==> config.mk <==
export PLATFORM = sky130hd
export DESIGN_NAME = jtframe_rq_arb
export DESIGN_NICKNAME = d
export VERILOG_FILES = /design/src/rtl/jtframe_rq_arb.sv
export SDC_FILE = /design/constraint.sdc
export NUM_CORES = 1
export LEC_CHECK = 0
export CAP_MARGIN = 20
export CORE_MARGIN = 4
export CORE_UTILIZATION = 43
export DETAILED_ROUTE_END_ITERATION = 8
export PLACE_DENSITY_LB_ADDON = 0.12
export SETUP_SLACK_MARGIN = 0.5
export SLEW_MARGIN = 20
export SYNTH_ARGS = -nofsm -noshare
export SYNTH_HDL_FRONTEND = slang
export SYNTH_SLANG_ARGS = --single-unit
==> constraint.sdc <==
create_clock -name clk -period 3.4 [get_ports clk]
set_input_delay 0.34 -clock clk [delete_from_list [all_inputs] [get_ports clk]]
set_output_delay 0.34 -clock clk [all_outputs]
set_load 0.05 [all_outputs]
==> src/rtl/jtframe_rq_arb.sv <==
// Three-slot round-robin arbiter in front of a single-port SDRAM controller.
// One transaction in flight at a time, guarded by a watchdog that fakes a reply on timeout.
module jtframe_rq_arb #(
  parameter int TOUT = 255
) (
  input  logic        rst,
  input  logic        clk,
  input  logic [2:0]  slot_req,
  input  logic [2:0]  slot_rnw,
  input  logic [65:0] slot_addr,
  input  logic [47:0] slot_wrdata,
  output logic [2:0]  slot_we,
  output logic        data_rdy,
  output logic [31:0] data_read,
  output logic        sdram_req,
  output logic        sdram_rnw,
  output logic [21:0] sdram_addr,
  output logic [15:0] sdram_din,
  input  logic        sdram_ack,
  input  logic        sdram_rdy,
  input  logic [31:0] sdram_dout,
  output logic        tout_err
);

  typedef enum logic [1:0] {IDLE, WAIT_ACK, WAIT_RDY, RET} state_t;

  state_t      r_st, w_st_nxt;
  logic [1:0]  r_ptr;
  logic [2:0]  r_gnt;
  logic [7:0]  r_wd;
  logic [1:0]  w_ord [3];
  logic [2:0]  w_gnt;
  logic [21:0] w_addr;
  logic        w_rnw;
  logic [15:0] w_din;
  logic        w_grant, w_done, w_tout, w_wd_max;

  assign w_wd_max = (r_wd == 8'(TOUT - 1));

  // Search order starts at r_ptr; the lowest position in the order wins.
  always_comb begin
    w_ord[0] = r_ptr;
    w_ord[1] = (r_ptr == 2'd2) ? 2'd0 : r_ptr + 2'd1;
    w_ord[2] = (r_ptr == 2'd0) ? 2'd2 : r_ptr - 2'd1;
    w_gnt    = '0;
    for (int k = 2; k >= 0; k--)
      if (slot_req[w_ord[k]]) w_gnt = 3'b001 << w_ord[k];
    w_addr = '0;
    w_rnw  = 1'b1;
    w_din  = '0;
    for (int j = 0; j < 3; j++)
      if (w_gnt[j]) begin
        w_addr = slot_addr[22*j +: 22];
        w_rnw  = slot_rnw[j];
        w_din  = slot_wrdata[16*j +: 16];
      end
  end

  always_ff @(posedge clk or posedge rst)
    if (rst) r_st <= IDLE;
    else     r_st <= w_st_nxt;

  // ack+rdy together skips WAIT_RDY; a real reply beats the watchdog on the same edge.
  always_comb begin
    w_st_nxt = r_st;
    w_grant  = 1'b0;
    w_done   = 1'b0;
    w_tout   = 1'b0;
    case (r_st)
      IDLE: if (|slot_req) begin
        w_grant  = 1'b1;
        w_st_nxt = WAIT_ACK;
      end
      WAIT_ACK: begin
        if (sdram_ack && sdram_rdy) begin
          w_done   = 1'b1;
          w_st_nxt = RET;
        end else if (sdram_ack) begin
          w_st_nxt = WAIT_RDY;
        end else if (w_wd_max) begin
          w_tout   = 1'b1;
          w_st_nxt = RET;
        end
      end
      WAIT_RDY: begin
        if (sdram_rdy) begin
          w_done   = 1'b1;
          w_st_nxt = RET;
        end else if (w_wd_max) begin
          w_tout   = 1'b1;
          w_st_nxt = RET;
        end
      end
      RET:     w_st_nxt = IDLE;
      default: w_st_nxt = IDLE;
    endcase
  end

  always_ff @(posedge clk or posedge rst) begin
    if (rst) begin
      r_ptr      <= '0;
      r_gnt      <= '0;
      r_wd       <= '0;
      sdram_req  <= 1'b0;
      sdram_rnw  <= 1'b1;
      sdram_addr <= '0;
      sdram_din  <= '0;
      data_rdy   <= 1'b0;
      data_read  <= '0;
      slot_we    <= '0;
      tout_err   <= 1'b0;
    end else begin
      data_rdy <= 1'b0;
      slot_we  <= '0;
      if (r_st == WAIT_ACK || r_st == WAIT_RDY) r_wd <= r_wd + 8'd1;
      if (r_st == WAIT_ACK && sdram_ack) sdram_req <= 1'b0;
      if (w_grant) begin
        r_gnt      <= w_gnt;
        r_ptr      <= w_gnt[0] ? 2'd1 : (w_gnt[1] ? 2'd2 : 2'd0);
        r_wd       <= '0;
        sdram_req  <= 1'b1;
        sdram_rnw  <= w_rnw;
        sdram_addr <= w_addr;
        sdram_din  <= w_din;
      end
      if (w_done) begin
        data_read <= sdram_dout;
        data_rdy  <= 1'b1;
        slot_we   <= r_gnt;
      end
      if (w_tout) begin
        sdram_req <= 1'b0;
        tout_err  <= 1'b1;
        data_read <= '1;
        data_rdy  <= 1'b1;
        slot_we   <= r_gnt;
      end
    end
  end

endmodule

# == Word level (Yosys, flattened, before mapping) ==
# Cells that the tools add are included.
# Widths: inputs -> output; s select.
# op_classes
muxes,49
n_eq_ne,6
n_lt_le_gt_ge,3
n_shift,3
reduce_logical,9
add_sub_neg,3
# op_table
cell,n
$mux 22,3
$mux 32,2
$mux 16,3
$mux 1,19
$mux 2,9
$mux 8,2
$mux 3,5
$lt 2x3->1 const B,3
$shl 1x2->3 const A,3
$add 8x1->8 const B,1
$eq 8x8->1 const B,1
$pmux 2 s4,1
$bmux 1 s2,3
$eq 2x2->1 const B,3
$logic_not 2->1,2
$pmux 1 s2,2
$reduce_bool 2->1,2
$reduce_bool 3->1,1
$reduce_or 3->1,1
$add 2x1->2 const B,1
$eq 2x1->1 const B,1
$logic_and 1x1->1,2
$ne 2x2->1 const B,1
$sub 2x1->2 const B,1
$logic_or 1x1->1,1
# word_totals
out_inout_bits,77
word_cells,85
ff_bits,92
in_bits,156

# == Depth between registers and ports, before layout ==
# Gate-level depths: netlist of the first run.
# depth
ltp_word,10
depth_mapped,9
depth_no_buf,7

# == Worst setup path after synthesis of the first run ==
# No wires, ideal clock.
# synth_path
path_kind,reg-to-reg
startpoint,register r_ptr[1]
endpoint,register sdram_rnw
setup_time_ns,0.083
path_buffers,0
period_less_slack_ns,2.258
arrival_time_ns,2.174
setup_slack_ns,1.142
stages_incl_launch_ff,8
required_ns,3.317
cell_sequence,dfrtp_1 > inv_1 > ha_1 > nor3b_2 > o2111ai_2 > a311o_1 > mux2_2 > a221o_1
# synth_via
elab_chain_cells,10
word_cells_on_any_way,21
cone_classes,2 x add/sub; 1 x eq/ne; 3 x shift; 14 x mux; 1 x reduce/logical
# synth_lines
item,line,text
start: declaration,28,logic [1:0] r_ptr;
start signal: assignment,119,r_ptr <= w_gnt[0] ? 2'd1 : (w_gnt[1] ? 2'd2 : 2'd0);
$sub 2x1->2 or $logic_not 2->1 (tied branches),44,w_ord[2] = (r_ptr == 2'd0) ? 2'd2 : r_ptr - 2'd1;
$mux 2,44,
$bmux 1 s2,47,if (slot_req[w_ord[k]]) w_gnt = 3'b001 << w_ord[k];
$mux 1 (not written as such),47,
$mux 3 (2 in a row),47,
$mux 3 *,47,
$mux 1 (2 in a row),52,if (w_gnt[j]) begin
$mux 1 *,52,
end signal: assignment,122,sdram_rnw <= w_rnw;
end: declaration,16,"output logic sdram_rnw,"
# Mark *: on every way between the ends. The rest lies on a longest branch, timed or not. The select of a mux whose other input is x is not followed.
# A chain may end at the register's enable or synchronous reset.

# == Final worst setup path of the first run ==
# Same ends and word-level chain as after synthesis.

==> results of run 1 <==
[report_power, final]
part           switching, mW  internal (mW)  leakage (nW)  total, mW
Clock                  0.460          0.582         0.147       1.04
Combinational           3.55           2.13          2.50       5.68
Sequential             0.305           1.59          1.11       1.89
[through the flow]
step / power (mW) / hold WS, ns / instance area, sq um / cells / util, %
6_report: 8.61 / 0.475 / 8220 / 952 / 67.3
5_1_grt: 9.14 / 0.513 / 8220 / 952 / 67.3
4_1_cts: 8.65 / 0.482 / 8190 / 950 / 67.1
3_5_place_dp: 7.57 / 0.463 / 7880 / 934 / 64.5
3_3_place_gp: 7.45 / 0.459 / 7880 / 934 / 64.5
2_1_floorplan: 5.92 / 0.441 / 5440 / 568 / -
[cell usage in the layout, fill, tap and decap left out, types with 2 or more instances in the layout]
master | synthesis | final
mux2i_1 | 39 | 39
a311oi_2 | 10 | 10
buf_12 | 0 | 3
o21ai_0 | 4 | 4
a21o_1 | 2 | 2
buf_4 | 5 | 9
a21oi_1 | 7 | 7
nand3_1 | 34 | 34
mux2_2 | 3 | 3
a221oi_1 | 8 | 8
clkdlybuf4s50_1 | 0 | 232
nor2_1 | 47 | 47
clkbuf_16 | 0 | 9
inv_6 | 0 | 4
o21a_2 | 1 | 2
xor2_1 | 5 | 5
ha_1 | 12 | 12
nand3b_1 | 2 | 2
o31ai_1 | 4 | 3
inv_1 | 82 | 81
a221o_1 | 2 | 2
dfrtp_1 | 90 | 89
nand4_1 | 2 | 2
and3_1 | 4 | 3
a221oi_2 | 29 | 29
a311oi_1 | 28 | 28
nand2_1 | 76 | 76
and2_1 | 4 | 4
nand2b_1 | 3 | 3
[flip-flops by register name, indices dropped and copies added (netlist names)]
signal and count:
data_rdy 1, data_read 32, sdram_addr 22, sdram_req 1
slot_we 3, r_st 2, r_ptr 2, sdram_din 16
tout_err 1, r_wd 8, sdram_rnw 1, r_gnt 2
[metal layers]
layer  wire (um)  share of wire [%]  track usage [%]  up-vias
met5           0                  0                0        -
met2        8570                 50             40.6      174
met4         470                2.8             9.42        0
met1        6840                 40             28.7     2454
li1            -                  -                -     2393
met3        1140                6.7             5.94       31
[repair_timing]
action                                  in CTS  in global routing
gates resized for setup                      1                  3
hold buffers                                 0                  0
endpoints found under the setup margin      31                 31
pin swaps                                    0                  1
endpoints found under the hold margin        0                  0
setup buffers                                0                  2
[final cells by class]
| type | instances | area share [%] |
|---|---|---|
| Clock inverter | 7 | 0.990 |
| Inverter | 82 | 3.78 |
| Timing Repair Buffer | 245 | 30.0 |
| Tap cell | 168 | 2.56 |
| Clock buffer | 9 | 2.74 |
| Multi-Input combinational cell | 350 | 32.2 |
| Sequential cell | 91 | 27.7 |
[Yosys cell counts (all sizes together) (5+ instances only)]
library cell,count
clkbuf,18
ha,12
nor2,47
nand2,76
a221oi,37
nand3,34
buf,27
a21oi,7
mux2i,39
a311oi,38
xor2,5
inv,82
dfrtp,90
[cell families (layout without fill, tap and decap cells)]
logic type,after synthesis,after routing
simple gates,182,182
buf+inv,127,343
compound gates,108,108
flops,91,91
mux,42,42
fa+ha+maj,12,12
xor+xnor,6,6
[worst max-delay path by stage]
stage                      startpoint             end  cells past startpoint
after floorplan                   rst        data_rdy                      1
after global routing         r_ptr[0]  sdram_addr[17]                      8
after detailed placement  slot_req[1]  sdram_addr[17]                      7
after global placement    slot_req[1]  sdram_addr[17]                      7
after CTS                    r_ptr[1]  sdram_addr[16]                      8
final                        r_ptr[1]       sdram_rnw                      6
[critical path: cells and delay by family, from the launching register on]
| family | cells | cell delay [ns] |
|---|---|---|
| AO/OA/AOI/OAI | 2 | 0.74 |
| AND/OR/NAND/NOR | 1 | 0.67 |
| flip-flops | 1 | 0.47 |
| adder cells (fa/ha/maj) | 1 | 0.32 |
| multiplexers | 1 | 0.27 |
| buffers and inverters | 1 | 0.11 |
==> results.md, run 1 <==
* Status: finished, final reports clean
* Final setup vio count at 0
* Fmax at 378 MHz
* Std-Cell Rows at 40
* Die height at 121 um
* Flops & latches, synth at 91
* Largest stage delay, worst path at 0.67 ns
* Largest family of logic cells by synthesized area: compound AO/OA/AOI/OAI gates
* Total core area at between 0.01 and 0.015 sq mm
* Vias in the first global route at between 5000 and 6000
* CP Launch Type: flop
* Critical path class: flop to flop
* RSZ-0062 raised after global routing: no
* Fin crit period at 2.65 ns
* Cell taking the most area after synthesis: dfrtp_1
* First drt pass iteration count at 4
* CTS Buffer Depth at 2
* Final setup margin at 0.752 ns
* Leakage Power at about 3.8 nW
* Synthesized area at about 0.0054 sq mm
* Largest cells by area after synthesis: dfrtp_1 41%, a221oi_2 8.0%, mux2i_1 7.2%
* Synth Area in Compound Gates at 21.4%
* Pins Over Slew Limit at 0
* Place WS at 0.365 ns
* Die X at 121 um
* Hold path depth at 1
* Root Buffer Master: clkbuf_16
* H-tree depth at 3
* Total area of sequential cells at 0.00228 sq mm
* Multi-input combinational cell area at 0.00265 sq mm
* Synth top area share at 41.4%
* Post-Synthesis Cells at 568
* Final hold vios at 0
* Ys Warns at 0
* Largest net degree at the start of global routing at 60
* Hold Crit Start: tout_err
* DRT antenna net count at 0
* Ys flop type: dfrtp_1
* Clk slew on worst S/H paths at 0.07 ns
* Wire length per cell at 17.9 um
* Average instance area after synthesis at 9.58 sq um
* Reg2Reg Depth at 6
* Mux contribution to synthesized area at under 10%
* Global-route wire length before repair at 27600 um
* Port Buffer Count at 232
* Hpwl dp at 12200 um
* GP Congestion at between 0.8 and 0.9
* Drt drc at 0
* Synthesized-area fraction occupied by adder cells at 2.76%
* Aggregate global routing overflow at 0
* CTS tree: done
* I/O Pins at 233
* Layout cell share with drive strength beyond 1 at 11.0%
* Post-synthesis xor/xnor area fraction at 0.965%
* Final critical-path share of the clock period at 77.9%
* Worst EP required at 3.68 ns
* Crit. End Element: flop
* HP Class: flop to flop
* VDD IR max at just under 0.6 mV
* Fill cells at 986
* Post-synth ARST share at between 90% and 100%
* Worst-Skew Late Latency at 0.35 ns
* R2r setup slk at 0.75 ns
* Number of diodes at 0
* DR vias at 5052
* Worst Hold Path EP: tout_err
* Worst-path fanout max at 40
* Initial Util at about 45%
* Worst Tran Pin Value at 0.769 ns
* Setup TNS at 0 ns
* Synth Area in Simple Gates at 14.9%
* Register area share after synthesis at 41.9%
* Initial DRC Count at about 340
* CTS Sinks at a little over 90
* Layout area overhead at 50.9%
* Critical R2R Capture: sdram_rnw
* P per Cell Area at about 1000 mW/mm^2
* Synth Net Count at around 740
* CP cell instances: inv_1 -> ha_1 -> or3b_4 -> a311o_1 -> mux2_2 -> a221o_1
* Die ar. at 0.0145 sq mm
* Total track usage at 23.7%
* Max stage delay cell, worst path: or3b_4
* Total CTS buffers at 9
* # Max-Cap Violations at 0
* Final net count at 947
* R2R Path Start: r_ptr[1]
* Antenna violations before repair at 0
* Post-synth EDFFs at 0
* Drt total wl at 17000 um
* Skew final at 0.00725 ns
* Slew HR at 48.8%
* Vias per cell at 5.31
* Synth cell types at 52
* WP data arrival at 2.92 ns
(Power assumes the default switching activity.)
==> run 2, diff against run 1 <==
==> constraint.sdc (replaced) <==
create_clock -name clk -period 2.5 [get_ports clk]
set_input_delay 0.25 -clock clk [delete_from_list [all_inputs] [get_ports clk]]
set_output_delay 0.25 -clock clk [all_outputs]
set_load 0.05 [all_outputs]
==> run 2 against run 1 <==
Against the previous run: power is 54% higher; sequential power rose by 37%; critical path depth is 3 higher; largest power group unchanged.
==> results.md, run 2 (synthesis results as in run 1) <==
* Skew final at 0.00578 ns
* Most frequent cells in the layout: 231 x clkdlybuf4s50_1, 87 x dfrtp_1, 78 x inv_1
* Final setup vio count at 0
* GP Congestion at 0.878
* Slew HR at 54.5%
* Total track usage at between 20% and 30%
* DRT antenna net count at 0
* CTS Buffer Depth at 2
* H-tree depth at 3
* I/O Pins at around 230
* Final net count at a little under 1000
* Setup TNS at 0 ns
* Status: finished, final reports clean
* Final critical-path share of the clock period at 93.3%
* Reg2Reg Depth at 9
* Worst-Skew Late Latency at 0.35 ns
* Root Buffer Master: clkbuf_16
* Clk slew on worst S/H paths at 0.07 ns
* Total CTS buffers at 9
* Drt total wl at 19900 um
* Die height at 121 um
* Layout area overhead at 67.5%
* Place WS at -0.00734 ns
* Worst EP required at 2.78 ns
* Final hold vios at 0
* Fill cells at about 870
* CTS Sinks at 91
* Top reg by flops: data_read
* R2r setup slk at between 0.15 and 0.2 ns
* RSZ-0062 raised after global routing: yes
* Global-route wire length before repair at 29300 um
* Largest net degree at the start of global routing at 47
* Std-Cell Rows at 40
* Worst-path fanout max at 8
* Max FFs per register at 32
* Pins Over Slew Limit at 0
* Vias per cell at around 5.5
* Port Buffer Count at around 230
* Initial Util at between 40% and 50%
* Hpwl dp at 13200 um
* Antenna violations before repair at 0
* R2R Path Start: r_ptr[0]
* Worst Setup SP: r_ptr[0]
* Crit. End Element: flop
* Die ar. at 0.0145 sq mm
* First drt pass iteration count at 5
* Aggregate global routing overflow at 0
* Layout cell share with drive strength beyond 1 at 20.3%
* HP Class: input pin to asynchronous set/reset pin
* Leakage Power at ~4.2 nW
* Vias in the first global route at between 5000 and 6000
* Critical R2R Capture: sdram_rnw
* VDD IR max at 0.885 mV
* Die X at between 100 and 150 um
* Worst Tran Pin Value at 0.673 ns
* CTS tree: done
* # Max-Cap Violations at 0
* Initial DRC Count at about 400
* P per Cell Area at 1460 mW/mm^2
* DR vias at 5441
* Fin crit period at between 2 and 2.5 ns
* Top Registers: data_read x32, sdram_addr x22, sdram_din x16
* Number of diodes at 0
* CP Launch Type: flop
* Drt drc at 0
* Worst setup path endpoint: sdram_rnw
* Final setup margin at 0.169 ns
* Most common cell after layout, fill and taps aside: clkdlybuf4s50_1
* Fmax at 429 MHz
* Total core area at roughly 0.012 sq mm
* Critical path class: flop to flop
* Wire length per cell at approximately 20 um
* WP data arrival at approximately 2.6 ns
==> run 2: changes by cell type in the layout (fill, tap and decap cells not counted), moves of 5 or more <==
cell,change
buf_12,+8
a311oi_1,-23
buf_6,+13
a311oi_2,+23
clkbuf_16,+7
buf_4,+7
ha_1,-5
==> run 2: area by class of cell <==
class | instances | area (sq um) | area share [%]
well taps | 168 | 210 | 2.30
multi-input cells | 350 | 2900 | 31.8
clock inverters | 5 | 38.8 | 0.425
inverters | 82 | 317 | 3.47
clock buffers | 10 | 239 | 2.62
repair buffers | 286 | 3140 | 34.4
flip-flops and latches | 91 | 2280 | 25.0
==> run 2: how the worst min path moves through the flow <==
stage,from,to,slack (ns),depth (start not counted)
after floorplan,sdram_dout[30],data_read[30],0.38,2
after global placement,tout_err,tout_err,0.45,1
after detailed placement,tout_err,tout_err,0.45,1
after CTS,rst,r_wd[0],0.33,2
after global routing,rst,r_wd[0],0.36,2
final,rst,r_wd[0],0.31,2
==> run 2: metrics by stage <==
stage | hold slack [ns] | cell area (sq um) | power [mW] | util, % | cells
floorplan | 0.381 | 5500 | 8.15 | - | 568
global placement | 0.454 | 8060 | 10.4 | 66.0 | 954
detailed placement | 0.455 | 8060 | 10.6 | 66.0 | 954
CTS | 0.330 | 8590 | 12.3 | 70.3 | 979
global route | 0.356 | 9120 | 13.9 | 74.7 | 992
finish | 0.314 | 9120 | 13.3 | 74.7 | 992
==> run 2: layer usage <==
layer  GRT usage (%)  share of wire, %  vias to the layer above
met5               0                 0                        -
met4            10.8               3.0                        0
met3            7.44               6.9                       47
met2            42.2                50                      222
met1            30.9                40                     2680
li1                -                 -                     2492
==> run 2: where the power goes <==
part           switching, mW  leakage [nW]  internal [mW]
clock                  0.615         0.135          0.702
sequential             0.421          1.10           2.16
combinational           5.44          2.91           3.95
total                   6.48          4.15           6.82
==> run 2: what timing repair did <==
action                     4_1_cts  5_1_grt
setup endpoints to repair       75       79
setup buffers                    6        5
cloned                           4        8
pin swaps                        5       36
resized for setup               27       55
hold buffers                     0        0
==> run 2: worst max-delay path, stage by stage, from the launching register on <==
cell and delay [ns]:
dfrtp_2 0.43, inv_4 0.08, ha_4 0.21, nor3b_4 0.21
buf_6 0.13, o2111ai_4 0.13, buf_12 0.18, a311o_1 0.30
mux2_2 0.27, a221o_1 0.31
